==> src/rtl/ahb_generic_subordinate.sv <==
// AHB-Lite subordinate that replays accepted transfers as single generic-bus requests.
// It decodes the address window and answers bad transfers with a two-cycle ERROR response.
module ahb_generic_subordinate #(
  parameter logic [31:0] BASE_ADDR   = 32'h0000_0000,
  parameter logic [31:0] RANGE_BYTES = 32'h0001_0000
) (
  input  logic        CLK,
  input  logic        nRST,
  // AHB side
  input  logic        HSEL,
  input  logic [1:0]  HTRANS,
  input  logic        HWRITE,
  input  logic [2:0]  HSIZE,
  input  logic [31:0] HADDR,
  input  logic [31:0] HWDATA,
  input  logic        HREADY,
  output logic        HREADYOUT,
  output logic        HRESP,
  output logic [31:0] HRDATA,
  // generic bus side
  output logic        ren,
  output logic        wen,
  output logic [31:0] addr,
  output logic [31:0] wdata,
  output logic [3:0]  byte_en,
  input  logic        busy,
  input  logic [31:0] rdata
);

  localparam int unsigned AW  = 32;
  localparam int unsigned DW  = 32;
  localparam int unsigned BEW = 4;

  typedef enum logic [1:0] {
    IDLE,
    ACCESS,
    ERR1,
    ERR2
  } state_t;

  state_t          state, state_next;
  logic            write_q;
  logic [AW-1:0]   addr_q;
  logic [BEW-1:0]  be_q;

  logic [BEW-1:0]  be_dec;
  logic            size_err;
  logic            in_window;
  logic            xfer_err;
  logic            accept;
  logic            slot_free;
  logic            take;
  logic            ren_int;
  logic            wen_int;
  logic            hreadyout_int;
  logic            hresp_int;
  logic [DW-1:0]   hrdata_int;

  // Address-phase decode: lane enables plus size/alignment faults.
  always_comb begin
    be_dec   = '0;
    size_err = 1'b0;
    case (HSIZE)
      3'b000: be_dec = BEW'(4'b0001 << HADDR[1:0]);
      3'b001: begin
        be_dec   = HADDR[1] ? 4'b1100 : 4'b0011;
        size_err = HADDR[0];
      end
      3'b010: begin
        be_dec   = 4'b1111;
        size_err = |HADDR[1:0];
      end
      default: size_err = 1'b1;
    endcase
  end

  assign in_window = ((HADDR & ~(RANGE_BYTES - AW'(1))) == BASE_ADDR);
  assign xfer_err  = size_err | ~in_window;
  assign accept    = HSEL & HREADY & HTRANS[1];
  assign take      = accept & slot_free;

  always_ff @(posedge CLK or negedge nRST) begin
    if (!nRST) begin
      state <= IDLE;
    end else begin
      state <= state_next;
    end
  end

  // Next state and per-state bus responses; slot_free marks the cycle a new transfer may start.
  always_comb begin
    state_next    = state;
    slot_free     = 1'b0;
    ren_int       = 1'b0;
    wen_int       = 1'b0;
    hreadyout_int = 1'b1;
    hresp_int     = 1'b0;
    hrdata_int    = '0;
    case (state)
      IDLE: begin
        slot_free = 1'b1;
      end
      ACCESS: begin
        ren_int       = ~write_q;
        wen_int       = write_q;
        hreadyout_int = ~busy;
        hrdata_int    = write_q ? '0 : rdata;
        slot_free     = ~busy;
      end
      ERR1: begin
        hresp_int     = 1'b1;
        hreadyout_int = 1'b0;
        state_next    = ERR2;
      end
      ERR2: begin
        hresp_int = 1'b1;
        slot_free = 1'b1;
      end
      default: begin
        state_next = IDLE;
      end
    endcase
    if (slot_free) begin
      if (accept) begin
        state_next = xfer_err ? ERR1 : ACCESS;
      end else begin
        state_next = IDLE;
      end
    end
  end

  // Captured address phase, replayed downstream during ACCESS.
  always_ff @(posedge CLK or negedge nRST) begin
    if (!nRST) begin
      write_q <= 1'b0;
      addr_q  <= '0;
      be_q    <= '0;
    end else if (take) begin
      write_q <= HWRITE;
      addr_q  <= {HADDR[AW-1:2], 2'b00};
      be_q    <= be_dec;
    end
  end

  // Strobes are masked by reset so an in-flight request drops immediately.
  assign ren       = ren_int & nRST;
  assign wen       = wen_int & nRST;
  assign addr      = addr_q;
  assign byte_en   = be_q;
  assign wdata     = HWDATA;
  assign HREADYOUT = hreadyout_int;
  assign HRESP     = hresp_int;
  assign HRDATA    = hrdata_int;

endmodule

==> config.mk <==
export PLATFORM = sky130hd
export DESIGN_NAME = ahb_generic_subordinate
export DESIGN_NICKNAME = d
export VERILOG_FILES = /design/src/rtl/ahb_generic_subordinate.sv
export SDC_FILE = /design/constraint.sdc
export NUM_CORES = 1
export LEC_CHECK = 0
export ABC_AREA = 0
export BUFFER_PORTS_ARGS = -buffer_cell sky130_fd_sc_hd__buf_2
export CAP_MARGIN = 20
export CORE_AREA = 2 2 81 83
export CTS_CLUSTER_DIAMETER = 60
export CTS_CLUSTER_SIZE = 30
export DETAILED_ROUTE_END_ITERATION = 8
export DIE_AREA = 0 0 83 85
export GPL_ROUTABILITY_DRIVEN = 0
export GPL_TIMING_DRIVEN = 0
export HOLD_SLACK_MARGIN = 0.15
export PLACE_DENSITY = 0.82
export SYNTH_ARGS = -nofsm -noshare
export SYNTH_HDL_FRONTEND = slang
export SYNTH_SLANG_ARGS = --single-unit
==> constraint.sdc <==
create_clock -name CLK -period 5.2 [get_ports CLK]
set_input_delay 0 -clock CLK [delete_from_list [all_inputs] [get_ports CLK]]
set_output_delay 0 -clock CLK [all_outputs]
set_load 0.02 [all_outputs]
==> impl_metrics.ini <==
[cts]
cts_tree = yes
cts_root_buf = clkbuf_8
clock_sinks = 37
clkSlewWorstSetupHoldPaths_ns = 0.08
clk_latency_ns = 0.28
cts_inserted_buffers = 5
htreeDepth = 2
clk_path_buf_depth = 2

[route]
wl_per_cell_um = 14.3
wirelength_um = 7020
vias = 2166
ant_nets = 0
firstDrtPassIters = 4
via_per_inst = 4.40
detail_route.iter0.violations = 36
drc = 0

[logic_synthesis]
syn-cell-area_mm2 = 0.00208
ys_warn_count = 0
ys_types = 29
postSynthAreaPerCell_um2 = 11.0
synth_seq_cells = 37
netlist_instances = 190
ys_seq_area_share_pct = 44.4

[power]
swShare_pct = 43.3
finalPower_mw = 1.58
p_comb_share_pct = 55.6
internal_power_uw = 894
pwr-share-clk_pct = 12.6
p_switching_uw = 682
powerDensity_mw_per_mm2 = 444
seq_power_share_pct = 31.9
leakagePower_nw = 1.93
ir_drop_v = 0.000232

[floorplanning]
die_w_um = 83
die_area_mm2 = 0.00706
fp-row-count = 29
start_util_pct = 33.6
die_y_um = 85
ios = 211
coreArea_mm2 = 0.00620

[final_layout]
drive_gt1_share_pct = 60.9
fillers = 540
design_area_mm2 = 0.00355
syn2layout_area_growth_pct = 70.3
fin_util_pct = 57.2
final_common_cell = buf_2
layout_common_cells = buf_2 (175), dlygate4sd3_1 (40), dfrtp_1 (37), buf_4 (36), and2_1 (34)
nets = 523

[setup_path]
critPathArrivalTime_ns = 2.60
critical_path_required_ns = 5.40
r2r_slack_ns = 2.80
start_kind = flip-flop
rr_startpoint = state[1]$_DFFE_PN0P_
reg2regPathDepth = 9
cp-end-kind = flip-flop
critPathMaxFanout = 10
r2r-end = byte_en[0]$_DFFE_PN0P_
critPathKind = flip-flop to flip-flop

[timing]
hold_viol = 0
rsz0062_at_grt = no
post-route-period-util_pct = 46.2
layout_min_cycle_time_ns = 2.40
setup_viol_count_final = 0
finalSetupTns_ns = 0
tightest_slew_ns = 0.870
fin_skew_ns = 0.00419
timing.fmax_mhz = 417
maxSlewHeadroom_pct = 42.0
maxSlewViolCount = 0

[min_path]
hp-class = primary input to flip-flop
min_from = HSIZE[0]
holdPathStages = 4
hold_path_end = byte_en[3]$_DFFE_PN0P_

[status]
status = complete, no violations

[global_routing]
grt_pass1_vias = 2233
grt_pass1_wl_um = 11100
gr-total-overflow = 0
grt_max_degree = 40
antenna_found_initial = 1
grt_use_total_pct = 19.7

[placed_design]
dpl_cell_area_mm2 = 0.00306
hpwl_um = 5300
port_buffers = 175

[job]
cap_violations = 0
## flip-flops by register name, summed over array words and instances (netlist names)
name,count
addr,30
byte_en,4
state,2
write_q,1
## per-stage QoR
stage,hold WS [ns],instances,setup slack [ns]
2_1_floorplan,-0.296,191,3.47
3_3_place_gp,0.148,443,3.26
3_5_place_dp,0.165,443,3.21
4_1_cts,0.163,491,2.82
5_1_grt,0.221,491,2.60
6_report,0.185,492,2.80
## cell families after synthesis
group	Yosys count	synth area share [%]
AND/OR/NAND/NOR	54	15.6
flip-flops	37	44.4
buffers and inverters	48	15.9
multiplexers	32	17.2
other	1	0.180
AO/OA/AOI/OAI	15	4.93
adder cells (fa/ha/maj)	3	1.80
## routing by layer
layer	wire length (um)	vias to the layer above	global-route usage (%)
met5	0	-	0
met1	2780	1011	22.6
met2	3660	108	36.3
met4	48	0	4.17
li1	-	1041	-
met3	526	6	5.74
## how the worst max path moves through the flow
stage	endpoint	slack (ns)	cells past startpoint	from
after floorplan	addr[29]$_DFFE_PN0P_	3.47	7	state[1]$_DFFE_PN0P_
after global placement	addr[29]$_DFFE_PN0P_	3.26	7	state[1]$_DFFE_PN0P_
after detailed placement	addr[29]$_DFFE_PN0P_	3.21	7	state[1]$_DFFE_PN0P_
after CTS	byte_en[0]$_DFFE_PN0P_	2.82	9	state[1]$_DFFE_PN0P_
after global routing	byte_en[0]$_DFFE_PN0P_	2.60	9	state[1]$_DFFE_PN0P_
final	byte_en[0]$_DFFE_PN0P_	2.80	9	state[1]$_DFFE_PN0P_
## cells in the mapped netlist
library cell	number	share of area (%)
dfrtp_1	37	44
buf_4	36	13
and2_1	34	10
mux2_2	29	16
inv_1	7	1.3
nor2_1	5	0.90
o211ai_1	4	1.4
o21ai_0	4	0.96
clkbuf_1	3	0.54
ha_1	3	1.8
nor2b_1	3	0.90
nor4_1	3	0.90
a21oi_1	2	0.48
buf_6	2	1.1
mux2_1	2	1.1
nand2b_1	2	0.60
nand3_1	2	0.48
a211oi_2	1	0.60
a21o_1	1	0.36
a221o_1	1	0.48
and3_1	1	0.30
and4_1	1	0.42
conb_1	1	0.18
mux2i_1	1	0.48
nand4_1	1	0.30
nor3_1	1	0.24
o21ai_1	1	0.24
o31ai_1	1	0.36
or2_2	1	0.30
## worst max-delay path, stage by stage, from the launching register on
cell	delay, ns
dfrtp_1	0.41
inv_1	0.07
ha_1	0.23
nand2b_1	0.12
a211oi_2	0.35
buf_6	0.21
buf_6	0.15
o211ai_1	0.11
dlygate4sd3_1	0.59
o21ai_0	0.08
## power groups by stage
stage | clock [mW] | combinational, mW | sequential (mW)
after detailed placement | 0 | 0.858 | 0.507
after global routing | 0.220 | 0.943 | 0.524
after global placement | 0 | 0.841 | 0.499
after CTS | 0.208 | 0.882 | 0.503
after floorplan | 0 | 0.394 | 0.667
final | 0.198 | 0.876 | 0.502
## layout make-up
class | count | area [um^2] | share of cell area, %
Multi-Input combinational cell | 106 | 831 | 23.4
Sequential cell | 37 | 926 | 26.1
Clock buffer | 5 | 68.8 | 1.94
Inverter | 7 | 26.3 | 0.740
Clock inverter | 3 | 17.5 | 0.494
Timing Repair Buffer | 215 | 1280 | 36.0
Tap cell | 77 | 96.3 | 2.72
Buffer | 41 | 304 | 8.57
Antenna cell | 1 | 2.50 | 0.0705
## timing repair
item / 4_1_cts / 5_1_grt
buffers inserted: 0 / 0
hold endpoints to repair: 73 / 0
hold buffers: 40 / 0
gates resized for setup: 0 / 0
Power figures use the tool's default switching activity.
